`src/rtl/spm_port_arbiter_if.sv`:
```
// Bundle of every non-clock signal around the scratch-pad port arbiter.
// The arbiter sits on the slave modport. The environment sits on the master
// modport: it plays requesters A and B and the SPM core port.
//   Requester X (X = A, B): reqX/weX/addrX/beX/wdataX in; gntX/rvalidX/rdataX/errX out.
//   SPM core port: spmCs/spmWe/spmAddress/spmByteEnables/dataToSpm out; dataFromSpm in.
interface spm_port_arbiter_if;
  logic        reqA;
  logic        weA;
  logic [17:0] addrA;
  logic [3:0]  beA;
  logic [31:0] wdataA;
  logic        gntA;
  logic        rvalidA;
  logic [31:0] rdataA;
  logic        errA;

  logic        reqB;
  logic        weB;
  logic [17:0] addrB;
  logic [3:0]  beB;
  logic [31:0] wdataB;
  logic        gntB;
  logic        rvalidB;
  logic [31:0] rdataB;
  logic        errB;

  logic        spmCs;
  logic        spmWe;
  logic [17:0] spmAddress;
  logic [3:0]  spmByteEnables;
  logic [31:0] dataToSpm;
  logic [31:0] dataFromSpm;

  modport slave (
    input  reqA, weA, addrA, beA, wdataA,
    output gntA, rvalidA, rdataA, errA,
    input  reqB, weB, addrB, beB, wdataB,
    output gntB, rvalidB, rdataB, errB,
    output spmCs, spmWe, spmAddress, spmByteEnables, dataToSpm,
    input  dataFromSpm
  );

  modport master (
    output reqA, weA, addrA, beA, wdataA,
    input  gntA, rvalidA, rdataA, errA,
    output reqB, weB, addrB, beB, wdataB,
    input  gntB, rvalidB, rdataB, errB,
    input  spmCs, spmWe, spmAddress, spmByteEnables, dataToSpm,
    output dataFromSpm
  );
endinterface

```
`src/rtl/spm_port_arbiter.sv`:
```
// Two-requester arbiter for the single core-side port of the 4 KB scratch-pad.
// Requester A (processor) and requester B (accelerator) share the port. Ties
// are broken round-robin, or in A's favour when FIXED_PRIO_A is set. Each
// grant is tracked through a two-stage return pipeline that lines up with the
// SPM's 2-cycle read latency. The return is then routed back to its owner.
// After MAX_BURST back-to-back SPM cycles, one idle cycle is forced. This lets
// the SPM-internal DMA, which only advances while spmCs=0, make progress.
// Ports:
//   clock - system clock, all state on posedge
//   reset - synchronous, active-high
//   bus   - spm_port_arbiter_if.slave (requester A/B handshakes + SPM core port)
module spm_port_arbiter #(
  parameter int unsigned MAX_BURST      = 8,
  parameter bit          FIXED_PRIO_A   = 1'b0,
  parameter int unsigned SPM_WORDS_LOG2 = 10
) (
  input logic               clock,
  input logic               reset,
  spm_port_arbiter_if.slave bus
);

  localparam logic       OWNER_A     = 1'b0;
  localparam logic       OWNER_B     = 1'b1;
  localparam logic [7:0] BURST_LIMIT = 8'(MAX_BURST);

  // One in-flight access: who owns it, whether data comes back, and whether
  // it was rejected for being out of range.
  typedef struct packed {
    logic valid;
    logic owner;
    logic isRead;
    logic err;
  } ret_t;

  // An address is out of range when any bit above the SPM word index is set.
  function automatic logic addrInRange(input logic [17:0] addr);
    return (addr >> SPM_WORDS_LOG2) == 18'd0;
  endfunction

  logic        grantA_s;
  logic        grantB_s;
  logic        grant_s;
  logic        blocked_s;
  logic        inRange_s;
  logic        spmCs_s;
  logic        selWe_s;
  logic [17:0] selAddr_s;
  logic [3:0]  selBe_s;
  logic [31:0] selWdata_s;
  ret_t        stageLoad_s;

  logic [7:0]  burstCnt_r;
  logic        lastGrant_r;
  ret_t        stage1_r;
  ret_t        stage2_r;

  // Arbitration decision from registered state and the live requests.
  always_comb begin
    blocked_s = (MAX_BURST != 32'd0) && (burstCnt_r == BURST_LIMIT);
    grantA_s  = 1'b0;
    grantB_s  = 1'b0;
    if (reset || blocked_s) begin
      grantA_s = 1'b0;
      grantB_s = 1'b0;
    end else if (bus.reqA && bus.reqB) begin
      // With both requesting, round-robin hands the port to whoever did not win last.
      if (FIXED_PRIO_A || (lastGrant_r == OWNER_B)) begin
        grantA_s = 1'b1;
      end else begin
        grantB_s = 1'b1;
      end
    end else if (bus.reqA) begin
      grantA_s = 1'b1;
    end else if (bus.reqB) begin
      grantB_s = 1'b1;
    end else begin
      grantA_s = 1'b0;
      grantB_s = 1'b0;
    end
    bus.gntA = grantA_s;
    bus.gntB = grantB_s;
  end

  // Select the granted requester's command and classify it.
  always_comb begin
    selWe_s    = 1'b0;
    selAddr_s  = 18'd0;
    selBe_s    = 4'd0;
    selWdata_s = 32'd0;
    case ({grantB_s, grantA_s})
      2'b01: begin
        selWe_s    = bus.weA;
        selAddr_s  = bus.addrA;
        selBe_s    = bus.beA;
        selWdata_s = bus.wdataA;
      end
      2'b10: begin
        selWe_s    = bus.weB;
        selAddr_s  = bus.addrB;
        selBe_s    = bus.beB;
        selWdata_s = bus.wdataB;
      end
      default: begin
        selWe_s    = 1'b0;
        selAddr_s  = 18'd0;
        selBe_s    = 4'd0;
        selWdata_s = 32'd0;
      end
    endcase
    grant_s   = grantA_s | grantB_s;
    inRange_s = addrInRange(selAddr_s);
    spmCs_s   = grant_s & inRange_s;
  end

  // SPM-side drive: only a real in-range access puts anything on the bus.
  always_comb begin
    if (spmCs_s) begin
      bus.spmCs          = 1'b1;
      bus.spmWe          = selWe_s;
      bus.spmAddress     = selAddr_s;
      bus.spmByteEnables = selBe_s;
      bus.dataToSpm      = selWdata_s;
    end else begin
      bus.spmCs          = 1'b0;
      bus.spmWe          = 1'b0;
      bus.spmAddress     = 18'd0;
      bus.spmByteEnables = 4'd0;
      bus.dataToSpm      = 32'd0;
    end
  end

  // Return-pipeline entry for this cycle's grant.
  // An out-of-range grant still completes, but it is flagged with err.
  always_comb begin
    if (grant_s) begin
      stageLoad_s.valid  = 1'b1;
      stageLoad_s.owner  = grantB_s ? OWNER_B : OWNER_A;
      stageLoad_s.isRead = ~selWe_s;
      stageLoad_s.err    = ~inRange_s;
    end else begin
      stageLoad_s = '0;
    end
  end

  // Burst counter: counts back-to-back SPM cycles, cleared by any idle cycle.
  always_ff @(posedge clock) begin
    if (reset) begin
      burstCnt_r <= 8'd0;
    end else if (spmCs_s && (burstCnt_r != 8'hFF)) begin
      burstCnt_r <= burstCnt_r + 8'd1;
    end else if (spmCs_s) begin
      burstCnt_r <= burstCnt_r;
    end else begin
      burstCnt_r <= 8'd0;
    end
  end

  // Round-robin memory: starts at B so that A wins the first tie.
  always_ff @(posedge clock) begin
    if (reset) begin
      lastGrant_r <= OWNER_B;
    end else if (grantA_s) begin
      lastGrant_r <= OWNER_A;
    end else if (grantB_s) begin
      lastGrant_r <= OWNER_B;
    end else begin
      lastGrant_r <= lastGrant_r;
    end
  end

  // Two-stage return shift register matching the SPM read latency.
  always_ff @(posedge clock) begin
    if (reset) begin
      stage1_r <= '0;
      stage2_r <= '0;
    end else begin
      stage1_r <= stageLoad_s;
      stage2_r <= stage1_r;
    end
  end

  // Route the completion leaving stage 2 to its owner.
  // Read data passes through only for good reads.
  always_comb begin
    bus.rvalidA = 1'b0;
    bus.errA    = 1'b0;
    bus.rdataA  = 32'd0;
    bus.rvalidB = 1'b0;
    bus.errB    = 1'b0;
    bus.rdataB  = 32'd0;
    if (!reset && stage2_r.valid) begin
      if (stage2_r.owner == OWNER_A) begin
        bus.rvalidA = 1'b1;
        bus.errA    = stage2_r.err;
        bus.rdataA  = (stage2_r.isRead && !stage2_r.err) ? bus.dataFromSpm : 32'd0;
      end else begin
        bus.rvalidB = 1'b1;
        bus.errB    = stage2_r.err;
        bus.rdataB  = (stage2_r.isRead && !stage2_r.err) ? bus.dataFromSpm : 32'd0;
      end
    end else begin
      bus.rvalidA = 1'b0;
      bus.rvalidB = 1'b0;
    end
  end

endmodule

```
`src/flat_wrapper.sv`:
```
// flat-port wrapper written by rule: the top's interface ports become plain ports
module spm_port_arbiter_flat 
#(
  parameter int unsigned MAX_BURST      = 8,
  parameter bit          FIXED_PRIO_A   = 1'b0,
  parameter int unsigned SPM_WORDS_LOG2 = 10
)
  (clock, reset, bus_reqA, bus_weA, bus_addrA, bus_beA, bus_wdataA, bus_gntA, bus_rvalidA, bus_rdataA, bus_errA, bus_reqB, bus_weB, bus_addrB, bus_beB, bus_wdataB, bus_gntB, bus_rvalidB, bus_rdataB, bus_errB, bus_spmCs, bus_spmWe, bus_spmAddress, bus_spmByteEnables, bus_dataToSpm, bus_dataFromSpm);
  spm_port_arbiter_if bus_i ();
  input logic clock;
  input logic reset;
  input wire logic [$bits(bus_i.reqA)-1:0] bus_reqA;
  input wire logic [$bits(bus_i.weA)-1:0] bus_weA;
  input wire logic [$bits(bus_i.addrA)-1:0] bus_addrA;
  input wire logic [$bits(bus_i.beA)-1:0] bus_beA;
  input wire logic [$bits(bus_i.wdataA)-1:0] bus_wdataA;
  output wire logic [$bits(bus_i.gntA)-1:0] bus_gntA;
  output wire logic [$bits(bus_i.rvalidA)-1:0] bus_rvalidA;
  output wire logic [$bits(bus_i.rdataA)-1:0] bus_rdataA;
  output wire logic [$bits(bus_i.errA)-1:0] bus_errA;
  input wire logic [$bits(bus_i.reqB)-1:0] bus_reqB;
  input wire logic [$bits(bus_i.weB)-1:0] bus_weB;
  input wire logic [$bits(bus_i.addrB)-1:0] bus_addrB;
  input wire logic [$bits(bus_i.beB)-1:0] bus_beB;
  input wire logic [$bits(bus_i.wdataB)-1:0] bus_wdataB;
  output wire logic [$bits(bus_i.gntB)-1:0] bus_gntB;
  output wire logic [$bits(bus_i.rvalidB)-1:0] bus_rvalidB;
  output wire logic [$bits(bus_i.rdataB)-1:0] bus_rdataB;
  output wire logic [$bits(bus_i.errB)-1:0] bus_errB;
  output wire logic [$bits(bus_i.spmCs)-1:0] bus_spmCs;
  output wire logic [$bits(bus_i.spmWe)-1:0] bus_spmWe;
  output wire logic [$bits(bus_i.spmAddress)-1:0] bus_spmAddress;
  output wire logic [$bits(bus_i.spmByteEnables)-1:0] bus_spmByteEnables;
  output wire logic [$bits(bus_i.dataToSpm)-1:0] bus_dataToSpm;
  input wire logic [$bits(bus_i.dataFromSpm)-1:0] bus_dataFromSpm;
  assign bus_i.reqA = bus_reqA;
  assign bus_i.weA = bus_weA;
  assign bus_i.addrA = bus_addrA;
  assign bus_i.beA = bus_beA;
  assign bus_i.wdataA = bus_wdataA;
  assign bus_gntA = bus_i.gntA;
  assign bus_rvalidA = bus_i.rvalidA;
  assign bus_rdataA = bus_i.rdataA;
  assign bus_errA = bus_i.errA;
  assign bus_i.reqB = bus_reqB;
  assign bus_i.weB = bus_weB;
  assign bus_i.addrB = bus_addrB;
  assign bus_i.beB = bus_beB;
  assign bus_i.wdataB = bus_wdataB;
  assign bus_gntB = bus_i.gntB;
  assign bus_rvalidB = bus_i.rvalidB;
  assign bus_rdataB = bus_i.rdataB;
  assign bus_errB = bus_i.errB;
  assign bus_spmCs = bus_i.spmCs;
  assign bus_spmWe = bus_i.spmWe;
  assign bus_spmAddress = bus_i.spmAddress;
  assign bus_spmByteEnables = bus_i.spmByteEnables;
  assign bus_dataToSpm = bus_i.dataToSpm;
  assign bus_i.dataFromSpm = bus_dataFromSpm;
  spm_port_arbiter #(.MAX_BURST(MAX_BURST), .FIXED_PRIO_A(FIXED_PRIO_A), .SPM_WORDS_LOG2(SPM_WORDS_LOG2)) u_core (.clock(clock), .reset(reset), .bus(bus_i));
endmodule
```
`config.mk`:
```
export PLATFORM = sky130hd
export DESIGN_NAME = spm_port_arbiter_flat
export DESIGN_NICKNAME = d
export VERILOG_FILES = /design/src/rtl/spm_port_arbiter_if.sv /design/src/rtl/spm_port_arbiter.sv /design/src/flat_wrapper.sv
export SDC_FILE = /design/constraint.sdc
export NUM_CORES = 1
export LEC_CHECK = 0
export ABC_AREA = 1
export BUFFER_PORTS_ARGS = -buffer_cell sky130_fd_sc_hd__buf_2
export CAP_MARGIN = 5
export CORE_AREA = 2 2 107 109
export DETAILED_ROUTE_END_ITERATION = 6
export DIE_AREA = 0 0 109 111
export PLACE_DENSITY = 0.56
export REMOVE_ABC_BUFFERS = 1
export SETUP_SLACK_MARGIN = 0.1
export SYNTH_ARGS = -nofsm -noshare
export SYNTH_HDL_FRONTEND = slang
export SYNTH_SLANG_ARGS = --single-unit
```
`constraint.sdc`:
```
create_clock -name clock -period 3.5 [get_ports clock]
set_clock_uncertainty 0.05 [all_clocks]
set_input_delay 0.525 -clock clock [delete_from_list [all_inputs] [get_ports clock]]
set_output_delay 0.525 -clock clock [all_outputs]
set_load 0.02 [all_outputs]
```
==> reports/qor_table.md, run 1 <==
| Result | Value | Unit |
|:---|:---|:---|
| Status | finished clean | - |
| Yosys reg bits | 17 | - |
| Final weighted congestion in routability-driven placement | 0.812 | - |
| Congestion Overflow GR | 0 | - |
| Layout cells sized above 1 | 0.474 | - |
| Total of max-cap violations | 0 | - |
| Critical path capture point type | primary output | - |
| Area after detailed placement | 3880 | µm² |
| Share of the synthesized area in compound gates (AO/OA/AOI/OAI) | 0.183 | - |
| Largest buffer count on any clock path | 2 | - |
| Power density normalized to cell area | 188 | nW/µm² |
| Final Total Pwr | 773 | µW |
| Count of pins over their slew limit | 0 | - |
| Unrepaired setup endpoints after global routing | no | - |
| Core Footprint | 11100 | µm² |
| Count of cells along the worst register-to-register path | 16 | - |
| Maximum level of the CTS H-tree | 1 | - |
| Highest clock frequency the design can meet | 312 | MHz |
| Worst-path maximum fanout | 24 | - |
| Summed negative setup slack over all endpoints | 0 | ns |
| CTS Root Cell | sky130_fd_sc_hd__clkbuf_16 | - |
| DR DRC count | 0 | - |
| Clock latency on the worst-skew pair | 0.25 | ns |
| Number of cells in the design after placement | 810 | - |
| Layout area overhead | 62.3 | % |
| Instance count of the mapped netlist | 425 | - |
| Half-perimeter wire length of the detailed placement result | 8030 | µm |
| Kind of start point of the critical path | register | - |
| Share of synthesized area occupied by flip-flops and latches | 0.134 | - |
| Die span in y | 111 | µm |
| Ratio of final minimum period to clock period | 0.915 | - |
| Starting Density | 0.229 | - |
| Number of DRC markers after the initial detailed-route iteration | 142 | - |
| Synthesized cell area | 2530 | µm² |
| XOR/XNOR share of the synthesized area | 0 | - |
| Critical-path cell list | inv_1 -> ha_1 -> nand4_1 -> nand2_2 -> nor2_4 -> inv_2 -> ha_4 -> inv_2 -> nand2_1 -> nand2_1 -> nor2_4 -> nand4_1 -> buf_4 -> buf_12 -> nor2_1 -> buf_2 | - |
| Minimum period implied by the final worst setup slack | 3.20 | ns |
| Boundary pin count | 272 | - |
| Cell taking the most area after synthesis | sky130_fd_sc_hd__a22o_1 | - |
| Top cells by area, synth | sky130_fd_sc_hd__a22o_1 (16%), sky130_fd_sc_hd__nor2_1 (15%), sky130_fd_sc_hd__dfxtp_1 (13%) | - |
| Routed wire per std cell | 12.1 | µm |
| Number of nets in the layout | 829 | - |
| Number of buffer and inverter stages on the critical path | 6 | - |
| Number of antenna-violating nets in the routed design | 0 | - |
| Number of antenna violations at the first check in global routing | 1 | - |
| Via count | 3500 | - |
| Row count | 39 | - |
| Number of optimization iterations in the first detailed-route pass | 4 | - |
| Hold crit path type | register to register | - |
| Area share of the leading cell type in the synthesized netlist | 0.159 | - |
| Critical path depth in cells | 16 | - |
| Clock transition time at the flip-flop clock pins of the worst setup and hold paths | 0.05 | ns |
| Pin count of the biggest net entering global routing | 36 | - |
| Post-synthesis area per instance | 5.96 | µm² |
| Total wire length after detailed routing | 9900 | µm |
| Die width | 109 | µm |
| Filler cell count in the final layout | 1197 | - |
| Cell family with most CP delay | simple AND/OR/NAND/NOR gates | - |
| Maximum vdd ir drop | 0.139 | mV |
| Clock sink count | 17 | - |
| Critical path class | register to primary output | - |
| First-pass GRT wire length | 14700 | µm |
| Share of synthesized cell area in and, or, nand and nor gates | 0.452 | - |
| Leakage power | 0.00219 | µW |
| Required time at the worst-slack endpoint | 2.92 | ns |
| Number of setup violations in the final report | 0 | - |
| Post-synthesis adder-cell area fraction | 0.0247 | - |
| Finished Cell Area | 4110 | µm² |
| Max transition margin | 0.362 | - |
| Final number of hold-violating endpoints | 0 | - |
| Share of synthesized area spent on multiplexers | 0 | - |
| Overall fraction of global-route tracks in use | 0.148 | - |
| Largest family of logic cells by synthesized area | simple AND/OR/NAND/NOR gates | - |
| Worst slew pin tran | 0.955 | ns |
| Slowest library cell on the worst path | sky130_fd_sc_hd__dfxtp_2 | - |
| Crit-path max cell delay | 0.34 | ns |
| Worst hold path cell count | 2 | - |
| Routed via count divided by cell count | 4.26 | - |
| Count of synthesis-stage warnings from yosys | 0 | - |
| Data arrival time at the worst-slack endpoint | 2.63 | ns |
| Number of buffers added by the clock tree synthesis step | 3 | - |
| Non-filler instance count after layout | 821 | - |
| Count of unique library cells instantiated by Yosys | 24 | - |
| Clock tree from TritonCTS | done | - |
| Cts-stage hold buffer count | 0 | - |
| Total Die Area | 12100 | µm² |
| WHS | 0.358 | ns |
| Number of port buffers | 263 | - |
| Via count of the first global-routing pass | 3247 | - |
[report_power, final]
group          switching (µW)  internal [µW]
combinational             192            149
sequential               2.85            201
clock                    75.1            153
[per-stage QoR]
stage          setup WS, ns   util
4_1_cts               0.106  0.361
5_1_grt              0.0794  0.371
2_1_floorplan         -3.24      -
3_3_place_gp          0.404  0.350
6_report              0.297  0.371
3_5_place_dp          0.335  0.350
[cell usage after synthesis, drive strengths merged]
library cell,instances
nand4,2
dfxtp,17
a22o,46
ha,5
a21boi,2
o22ai,1
nand3b,2
a21oi,4
inv,75
nand3,8
o21ai,4
conb,1
nand2,84
nor2,135
clkbuf,7
buf,27
nor3,5
[worst register-to-register path, cell delays in order (launching register included)]
cell	delay, ns
sky130_fd_sc_hd__dfxtp_2	0.33
sky130_fd_sc_hd__inv_1	0.07
sky130_fd_sc_hd__ha_1	0.15
sky130_fd_sc_hd__nand4_1	0.16
sky130_fd_sc_hd__nand2_2	0.14
sky130_fd_sc_hd__nor2_4	0.05
sky130_fd_sc_hd__buf_4	0.15
sky130_fd_sc_hd__ha_4	0.20
sky130_fd_sc_hd__nand2_1	0.08
sky130_fd_sc_hd__nand2_1	0.06
sky130_fd_sc_hd__nand2_1	0.06
sky130_fd_sc_hd__nand2_1	0.08
sky130_fd_sc_hd__nor2_4	0.13
sky130_fd_sc_hd__buf_4	0.12
sky130_fd_sc_hd__buf_4	0.09
sky130_fd_sc_hd__nand3_1	0.23
sky130_fd_sc_hd__a21oi_1	0.21
[sequential cells by signal, summed over array words and instances (netlist names)]
register,flops
u_core.stage2_r,4
u_core.stage1_r,4
u_core.burstCnt_r,8
u_core.lastGrant_r,1
[cells in the final DEF (no fill, tap or decap), types with 3 or more instances in the layout]
master and count:
sky130_fd_sc_hd__nor2_1 102, sky130_fd_sc_hd__a21oi_1 4, sky130_fd_sc_hd__conb_1 8, sky130_fd_sc_hd__buf_4 16, sky130_fd_sc_hd__nor3_1 5, sky130_fd_sc_hd__ha_1 3, sky130_fd_sc_hd__a22o_1 46, sky130_fd_sc_hd__clkbuf_16 4
sky130_fd_sc_hd__nand2_1 83, sky130_fd_sc_hd__inv_2 3, sky130_fd_sc_hd__buf_2 256, sky130_fd_sc_hd__dfxtp_1 15, sky130_fd_sc_hd__nand3_1 7, sky130_fd_sc_hd__o21ai_0 4, sky130_fd_sc_hd__nor2_4 33, sky130_fd_sc_hd__inv_1 72
[kinds of logic (layout without fill, tap and decap cells)]
| kind of cell | after synthesis | in the layout |
|---|---|---|
| buffers and inverters | 109 | 354 |
| adders and majority gates | 5 | 5 |
| and+or+nand+nor | 236 | 236 |
| DFF | 17 | 17 |
| AOI/OAI and AO/OA | 57 | 57 |
| other | 1 | 9 |
[final timing paths]
| kind | start | to | slack (ns) |
|---|---|---|---|
| worst max-delay path | u_core.burstCnt_r[0]$_SDFFE_PP0P_ | bus_spmAddress[5] | 0.30 |
| worst min-delay path | u_core.stage1_r[3]$_SDFF_PP0_ | u_core.stage2_r[3]$_SDFF_PP0_ | 0.36 |
| worst max register to register | u_core.burstCnt_r[0]$_SDFFE_PP0P_ | u_core.burstCnt_r[0]$_SDFFE_PP0P_ | 1.07 |
| worst min register to register | u_core.stage1_r[3]$_SDFF_PP0_ | u_core.stage2_r[3]$_SDFF_PP0_ | 0.36 |
[area by class of cell]
type / instances / area [µm²] / share of cell area
antenna: 1 / 2.50 / 0.000609
clock buffer: 3 / 75.1 / 0.0183
clock inverter: 1 / 5.00 / 0.00122
inverter: 75 / 282 / 0.0685
multi-input combinational: 306 / 1750 / 0.426
sequential: 17 / 343 / 0.0834
tap: 143 / 179 / 0.0435
timing repair buffer: 275 / 1470 / 0.358
[layer usage]
layer	up-vias	part of all wire	GRT usage	routed length, µm
li1	1789	-	-	-
met1	1527	0.39	0.156	3850
met2	174	0.50	0.287	4970
met3	10	0.096	0.0335	953
met4	0	0.013	0.0350	126
met5	-	0	0	0
[timing repair]
item	in CTS	in global routing
buffers inserted	1	3
setup endpoints to repair	4	47
pin swaps	1	4
resized for setup	1	19
cloned	1	1
No activity file was read; power rests on OpenSTA's default activity.
==> inputs of run 2 (changes only) <==
- CELL_PAD_IN_SITES_DETAIL_PLACEMENT: default -> 0
- CELL_PAD_IN_SITES_GLOBAL_PLACEMENT: default -> 1
- CORE_AREA: 2 2 107 109 -> default
- CORE_UTILIZATION: default -> 21
- DIE_AREA: 0 0 109 111 -> default
- PLACE_DENSITY: 0.56 -> 0.8
==> run 2 against run 1 <==
  * The flow now finishes with violations (design-rule violations)
  * Via count grew 1.6%
  * Register-to-register slack is essentially flat
  * Sequential power is essentially flat
  * Critical path depth is 1 higher
  * Power rose by 5.6%
  * Maximum frequency is 2.4% lower
  * Final area up 7.7%
  * Clock-buffer cell count up 1
  * Sequential cell count did not move
  * Hold slack got worse by 0.0067 ns
  * Critical path type unchanged
==> reports/qor_table.md, run 2 (same netlist as run 1, synthesis figures left out) <==
| Result | Value | Unit |
|:---|:---|:---|
| Layout area overhead | 74.7 | % |
| Routed wire per std cell | 13.1 | µm |
| Switching Power | 292 | µW |
| Critical path capture point type | primary output | - |
| Net Sw Frac | 0.358 | - |
| Regs by FF count | u_core.burstCnt_r (8), u_core.stage1_r (4), u_core.stage2_r (4) | - |
| CTS Root Cell | sky130_fd_sc_hd__clkbuf_16 | - |
| Number of antenna-violating nets in the routed design | 0 | - |
| Portion of total power attributed to sequential cells | 0.249 | - |
| Clock tree from TritonCTS | done | - |
| Via count | 3555 | - |
| Internal power contribution | 525 | µW |
| Number of optimization iterations in the first detailed-route pass | 6 | - |
| Number of setup violations in the final report | 0 | - |
| Final weighted congestion in routability-driven placement | 0.858 | - |
| Total Die Area | 12500 | µm² |
| Number of antenna violations at the first check in global routing | 0 | - |
| DR DRC count | 21 | - |
| Leakage power | 0.00226 | µW |
| Core Footprint | 11600 | µm² |
| Half-perimeter wire length of the detailed placement result | 8240 | µm |
| Final number of hold-violating endpoints | 0 | - |
| Status | finished, violations left | - |
| Ratio of final minimum period to clock period | 0.938 | - |
| Violations in the final reports | design-rule violations | - |
| Clock latency on the worst-skew pair | 0.25 | ns |
| Clock transition time at the flip-flop clock pins of the worst setup and hold paths | 0.05 | ns |
| Critical path class | register to primary output | - |
| First-pass GRT wire length | 15800 | µm |
| Count of pins over their slew limit | 0 | - |
| Number of buffers added by the clock tree synthesis step | 3 | - |
| Summed negative setup slack over all endpoints | 0 | ns |
| Die span in y | 112 | µm |
| Max reg flops | 8 | - |
| Routed via count divided by cell count | 4.29 | - |
| Data arrival time at the worst-slack endpoint | 2.71 | ns |
| Total of max-cap violations | 0 | - |
| Part of the total power dissipated in the clock network | 0.285 | - |
| Leading cell types in the layout, fill and taps excluded | sky130_fd_sc_hd__buf_2 (218), sky130_fd_sc_hd__nor2_1 (89), sky130_fd_sc_hd__nand2_1 (82) | - |
| Maximum vdd ir drop | 0.126 | mV |
| Final core area utilization | 0.383 | - |
| Non-filler instance count after layout | 829 | - |
| Kind of start point of the critical path | register | - |
| Number of DRC markers after the initial detailed-route iteration | 222 | - |
| Share of total power in combinational logic | 0.466 | - |
| Pin count of the biggest net entering global routing | 34 | - |
| Clock sink count | 17 | - |
| Total wire length after detailed routing | 10900 | µm |
| Minimum period implied by the final worst setup slack | 3.28 | ns |
| Via count of the first global-routing pass | 3326 | - |
| Overall fraction of global-route tracks in use | 0.155 | - |
| Number of antenna diodes | 0 | - |
| Row count | 39 | - |
| Number of nets in the layout | 838 | - |
| Final Total Pwr | 817 | µW |
| Required time at the worst-slack endpoint | 2.92 | ns |
| Maximum level of the CTS H-tree | 1 | - |
| Die width | 112 | µm |
| Largest buffer count on any clock path | 2 | - |
| Unrepaired setup endpoints after global routing | yes | - |
| Power density normalized to cell area | 184 | nW/µm² |
| Worst slew pin tran | 0.976 | ns |
| Number of port buffers | 263 | - |
| Largest reg by FF count | u_core.burstCnt_r | - |
| Highest clock frequency the design can meet | 305 | MHz |
| WHS | 0.351 | ns |
| Layout cells sized above 1 | 0.500 | - |
| Most common cell after layout, fill and taps aside | sky130_fd_sc_hd__buf_2 | - |
| Number of cells in the design after placement | 811 | - |
| Boundary pin count | 272 | - |
| Starting Density | 0.219 | - |
| Hold crit path type | register to register | - |
| Max transition margin | 0.349 | - |
| Cts-stage hold buffer count | 0 | - |
| Worst-path maximum fanout | 11 | - |
| Congestion Overflow GR | 0 | - |
run 2: power by group through the flow:
stage / sequential (µW) / combinational, µW / clock (µW)
6_report: 203 / 380 / 233
5_1_grt: 204 / 418 / 244
4_1_cts: 204 / 332 / 232
3_5_place_dp: 208 / 319 / 0
3_3_place_gp: 208 / 316 / 0
2_1_floorplan: 207 / 184 / 0
run 2: cell type report:
cell class,count,area (µm²)
clock buffer,4,78.8
fill,1259,7140
inverter,75,284
multi-input combinational,306,1810
sequential,17,345
tap,143,179
timing repair buffer,284,1730
run 2: metal layers:
layer,vias to the layer above,part of all wire,GRT usage,routed length (µm)
li1,1808,-,-,-
met1,1558,0.35,0.152,3830
met2,180,0.55,0.318,5970
met3,9,0.086,0.0408,939
met4,0,0.012,0.0306,127
met5,-,0,0,0
run 2: final timing paths:
path                                           from  slack [ns]  cells past startpoint                           endpoint
setup / recovery  u_core.burstCnt_r[0]$_SDFFE_PP0P_        0.22                     17              bus_spmByteEnables[3]
hold / removal        u_core.stage1_r[3]$_SDFF_PP0_        0.35                      2      u_core.stage2_r[3]$_SDFF_PP0_
setup reg to reg  u_core.burstCnt_r[0]$_SDFFE_PP0P_        1.08                     15  u_core.burstCnt_r[0]$_SDFFE_PP0P_
hold reg to reg       u_core.stage1_r[3]$_SDFF_PP0_        0.35                      2      u_core.stage2_r[3]$_SDFF_PP0_
run 2: worst max-delay path, cell delays in order, from the launching register on:
cell,delay (ns)
sky130_fd_sc_hd__dfxtp_4,0.34
sky130_fd_sc_hd__inv_1,0.08
sky130_fd_sc_hd__ha_2,0.17
sky130_fd_sc_hd__nand4_1,0.16
sky130_fd_sc_hd__nand3_2,0.16
sky130_fd_sc_hd__inv_1,0.12
sky130_fd_sc_hd__ha_4,0.21
sky130_fd_sc_hd__buf_6,0.15
sky130_fd_sc_hd__nand2_1,0.05
sky130_fd_sc_hd__nand2_1,0.05
sky130_fd_sc_hd__nand2_1,0.06
sky130_fd_sc_hd__nand2_2,0.07
sky130_fd_sc_hd__nor2_4,0.09
sky130_fd_sc_hd__nand4_1,0.16
sky130_fd_sc_hd__buf_6,0.18
sky130_fd_sc_hd__buf_12,0.15
sky130_fd_sc_hd__nor2_1,0.09
sky130_fd_sc_hd__buf_4,0.15
run 2: metrics by stage:
step,worst slack (ns),area [µm²]
6_report,0.217,4430
5_1_grt,0.0722,4430
4_1_cts,0.130,4020
3_5_place_dp,0.285,3890
3_3_place_gp,0.338,3890
2_1_floorplan,-3.24,2320
run 2: what timing repair did:
item / CTS / global route
endpoints found under the setup margin: 42 / 47
gates resized for setup: 3 / 97
setup buffers: 2 / 7
pin swaps: 1 / 7
cloned: 1 / 4
==> inputs of run 3 (changes only) <==
- CTS_BUF_LIST: default -> sky130_fd_sc_hd__clkbuf_4
==> run 3 against run 2 <==
  * The flow still finishes with violations (design-rule violations)
  * Hold slack improved by 0.0061 ns
  * Critical path depth rose by 1
  * Routed wire length rose by 3.0%
  * Via count rose by 1.8%
  * First-iteration DRC count fell by 9.5%
  * Non-clock buffer count rose by 2
  * Clock power fell by 51%
  * Register-to-register slack improved by 0.02 ns
  * Sequential share of layout area fell by 0.35 points
  * Global-route usage fell by 0.084 points
  * Clock-buffer cell count did not move
  * Final area rose by 5.1%
  * Critical path type unchanged
  * Largest cell class is now non-clock buffers
==> reports/qor_table.md, run 3 (same netlist as run 1, synthesis figures left out) <==
| Result | Value | Unit |
|:---|:---|:---|
| Status | finished, violations left | - |
| Violations in the final reports | design-rule violations | - |
| Cts-stage hold buffer count | 0 | - |
| Kind of start point of the critical path | register | - |
| Worst setup margin | 0.192 | ns |
| Reg-to-Reg Start | u_core.burstCnt_r[1]$_SDFFE_PP0P_ | - |
| Ratio of final minimum period to clock period | 0.945 | - |
| Number of buffer and inverter stages on the critical path | 6 | - |
| Worst-path maximum fanout | 8 | - |
| Net Sw Frac | 0.401 | - |
| Slowest library cell on the worst path | sky130_fd_sc_hd__dfxtp_2 | - |
| Total wire length after detailed routing | 11200 | µm |
| Crit-path max cell delay | 0.38 | ns |
| Critical path class | register to primary output | - |
| Maximum level of the CTS H-tree | 1 | - |
| Pin count of the biggest net entering global routing | 34 | - |
| Multi-input gate area in the final layout | 1900 | µm² |
| Number of antenna violations at the first check in global routing | 0 | - |
| Critical Path Source | u_core.burstCnt_r[1]$_SDFFE_PP0P_ | - |
| Hold crit path type | register to register | - |
| Number of optimization iterations in the first detailed-route pass | 7 | - |
| Startpoint of the tightest hold check path | u_core.stage1_r[3]$_SDFF_PP0_ | - |
| Number of setup violations in the final report | 0 | - |
| Share of total power in combinational logic | 0.563 | - |
| Clock sink count | 17 | - |
| Final number of hold-violating endpoints | 0 | - |
| Internal power contribution | 436 | µW |
| Largest buffer count on any clock path | 2 | - |
| DR DRC count | 21 | - |
| Layout area overhead | 83.6 | % |
| Minimum period implied by the final worst setup slack | 3.31 | ns |
| Portion of total power attributed to sequential cells | 0.280 | - |
| Critical path capture point type | primary output | - |
| Leading cell types in the layout, fill and taps excluded | sky130_fd_sc_hd__buf_2 (216), sky130_fd_sc_hd__nor2_1 (85), sky130_fd_sc_hd__nand2_1 (81) | - |
| Regs by FF count | u_core.burstCnt_r (8), u_core.stage1_r (4), u_core.stage2_r (4) | - |
| Half-perimeter wire length of the detailed placement result | 8240 | µm |
| Pre-CTS setup slack | 0.285 | ns |
| Max transition margin | 0.349 | - |
| Data arrival time at the worst-slack endpoint | 2.73 | ns |
| Cell family with most CP delay | simple AND/OR/NAND/NOR gates | - |
| Number of nets in the layout | 840 | - |
| Number of DRC markers after the initial detailed-route iteration | 201 | - |
| Worst slew pin tran | 0.976 | ns |
| Starting Density | 0.219 | - |
| CTS Root Cell | sky130_fd_sc_hd__clkbuf_4 | - |
| Max reg flops | 8 | - |
| Register Area | 347 | µm² |
| Largest reg by FF count | u_core.burstCnt_r | - |
| Critical-path cell list | inv_2 -> ha_4 -> nand4_1 -> nand2_2 -> nor2_4 -> inv_2 -> ha_4 -> buf_8 -> nand2_2 -> nand2_1 -> nand2_1 -> nand2_2 -> nor2_4 -> nand4_1 -> buf_6 -> clkbuf_16 -> nor2_4 -> buf_6 | - |
| Clock transition time at the flip-flop clock pins of the worst setup and hold paths | 0.11 | ns |
| First-pass GRT wire length | 15700 | µm |
| Maximum vdd ir drop | 0.105 | mV |
| Switching Power | 292 | µW |
| Via count | 3619 | - |
| Required time at the worst-slack endpoint | 2.92 | ns |
| Die width | 112 | µm |
| Total of max-cap violations | 0 | - |
| Filler cell count in the final layout | 1232 | - |
| Overall fraction of global-route tracks in use | 0.154 | - |
| Total Die Area | 12500 | µm² |
| Unrepaired setup endpoints after global routing | yes | - |
| Final core area utilization | 0.402 | - |
| WHS | 0.357 | ns |
| Number of antenna-violating nets in the routed design | 0 | - |
| Die span in y | 112 | µm |
| Clock tree from TritonCTS | done | - |
| Highest clock frequency the design can meet | 302 | MHz |
| Final weighted congestion in routability-driven placement | 0.858 | - |
| Most common cell after layout, fill and taps aside | sky130_fd_sc_hd__buf_2 | - |
| Row count | 39 | - |
| Routed via count divided by cell count | 4.35 | - |
| Area after detailed placement | 3890 | µm² |
| Layout cells sized above 1 | 0.515 | - |
| Number of port buffers | 263 | - |
| Routed wire per std cell | 13.5 | µm |
| Via count of the first global-routing pass | 3323 | - |
| Finished Cell Area | 4650 | µm² |
| Congestion Overflow GR | 0 | - |
| Number of buffers added by the clock tree synthesis step | 3 | - |
| Count of pins over their slew limit | 0 | - |
| Clock latency on the worst-skew pair | 0.29 | ns |
| Number of antenna diodes | 0 | - |
| Power density normalized to cell area | 156 | nW/µm² |
| Core Footprint | 11600 | µm² |
| Leakage power | 0.00230 | µW |
| Boundary pin count | 272 | - |
| Part of the total power dissipated in the clock network | 0.157 | - |
-- run 3: cell types whose count changed in the layout (fill, tap and decap cells not counted), sizes merged --
| cell | change |
|---|---|
| clkbuf | +2 |
-- run 3: final timing paths --
| check | end | slack [ns] | depth (start not counted) |
|---|---|---|---|
| min reg2reg | u_core.stage2_r[3]$_SDFF_PP0_ | 0.36 | 2 |
| max reg2reg | u_core.burstCnt_r[0]$_SDFFE_PP0P_ | 1.10 | 16 |
| min | u_core.stage2_r[3]$_SDFF_PP0_ | 0.36 | 2 |
| max | bus_dataToSpm[24] | 0.19 | 18 |
-- run 3: power groups by stage --
stage                     Sequential (µW)  Clock [µW]  Combinational, µW
after global placement                208           0                316
after global routing                  205         127                447
after floorplan                       207           0                184
after detailed placement              208           0                319
after CTS                             204         116                332
final                                 204         115                410
-- run 3: area by class of cell --
| cell class | count | share of cell area |
|---|---|---|
| well taps | 143 | 0.0385 |
| clock buffers | 4 | 0.00646 |
| multi-input cells | 306 | 0.408 |
| flip-flops and latches | 17 | 0.0745 |
| repair buffers | 286 | 0.411 |
| inverters | 75 | 0.0616 |
-- run 3: repair_timing --
action	in CTS	in global routing
cloned	1	6
setup buffers	2	7
resized for setup	4	155
pin swaps	1	10
setup endpoints to repair	47	47
-- run 3: worst min-delay path, stage by stage, from the launching register on --
cell and delay, ns:
sky130_fd_sc_hd__dfxtp_1 0.31, sky130_fd_sc_hd__inv_1 0.04, sky130_fd_sc_hd__nor2_1 0.03
-- run 3: metal layers --
layer	track usage	wire [µm]	share of wire	up-vias
li1	-	-	-	1814
met1	0.152	3800	0.34	1609
met2	0.318	6240	0.56	188
met3	0.0392	1030	0.092	8
met4	0.0252	119	0.011	0
met5	0	0	0	-
-- run 3: per-stage QoR --
stage / power (µW) / TNS [ns] / cells
after floorplan: 391 / -140.42 / 398
after global placement: 523 / 0 / 811
after detailed placement: 527 / 0 / 811
after CTS: 652 / 0 / 818
after global routing: 778 / 0 / 831
final: 728 / 0 / 831
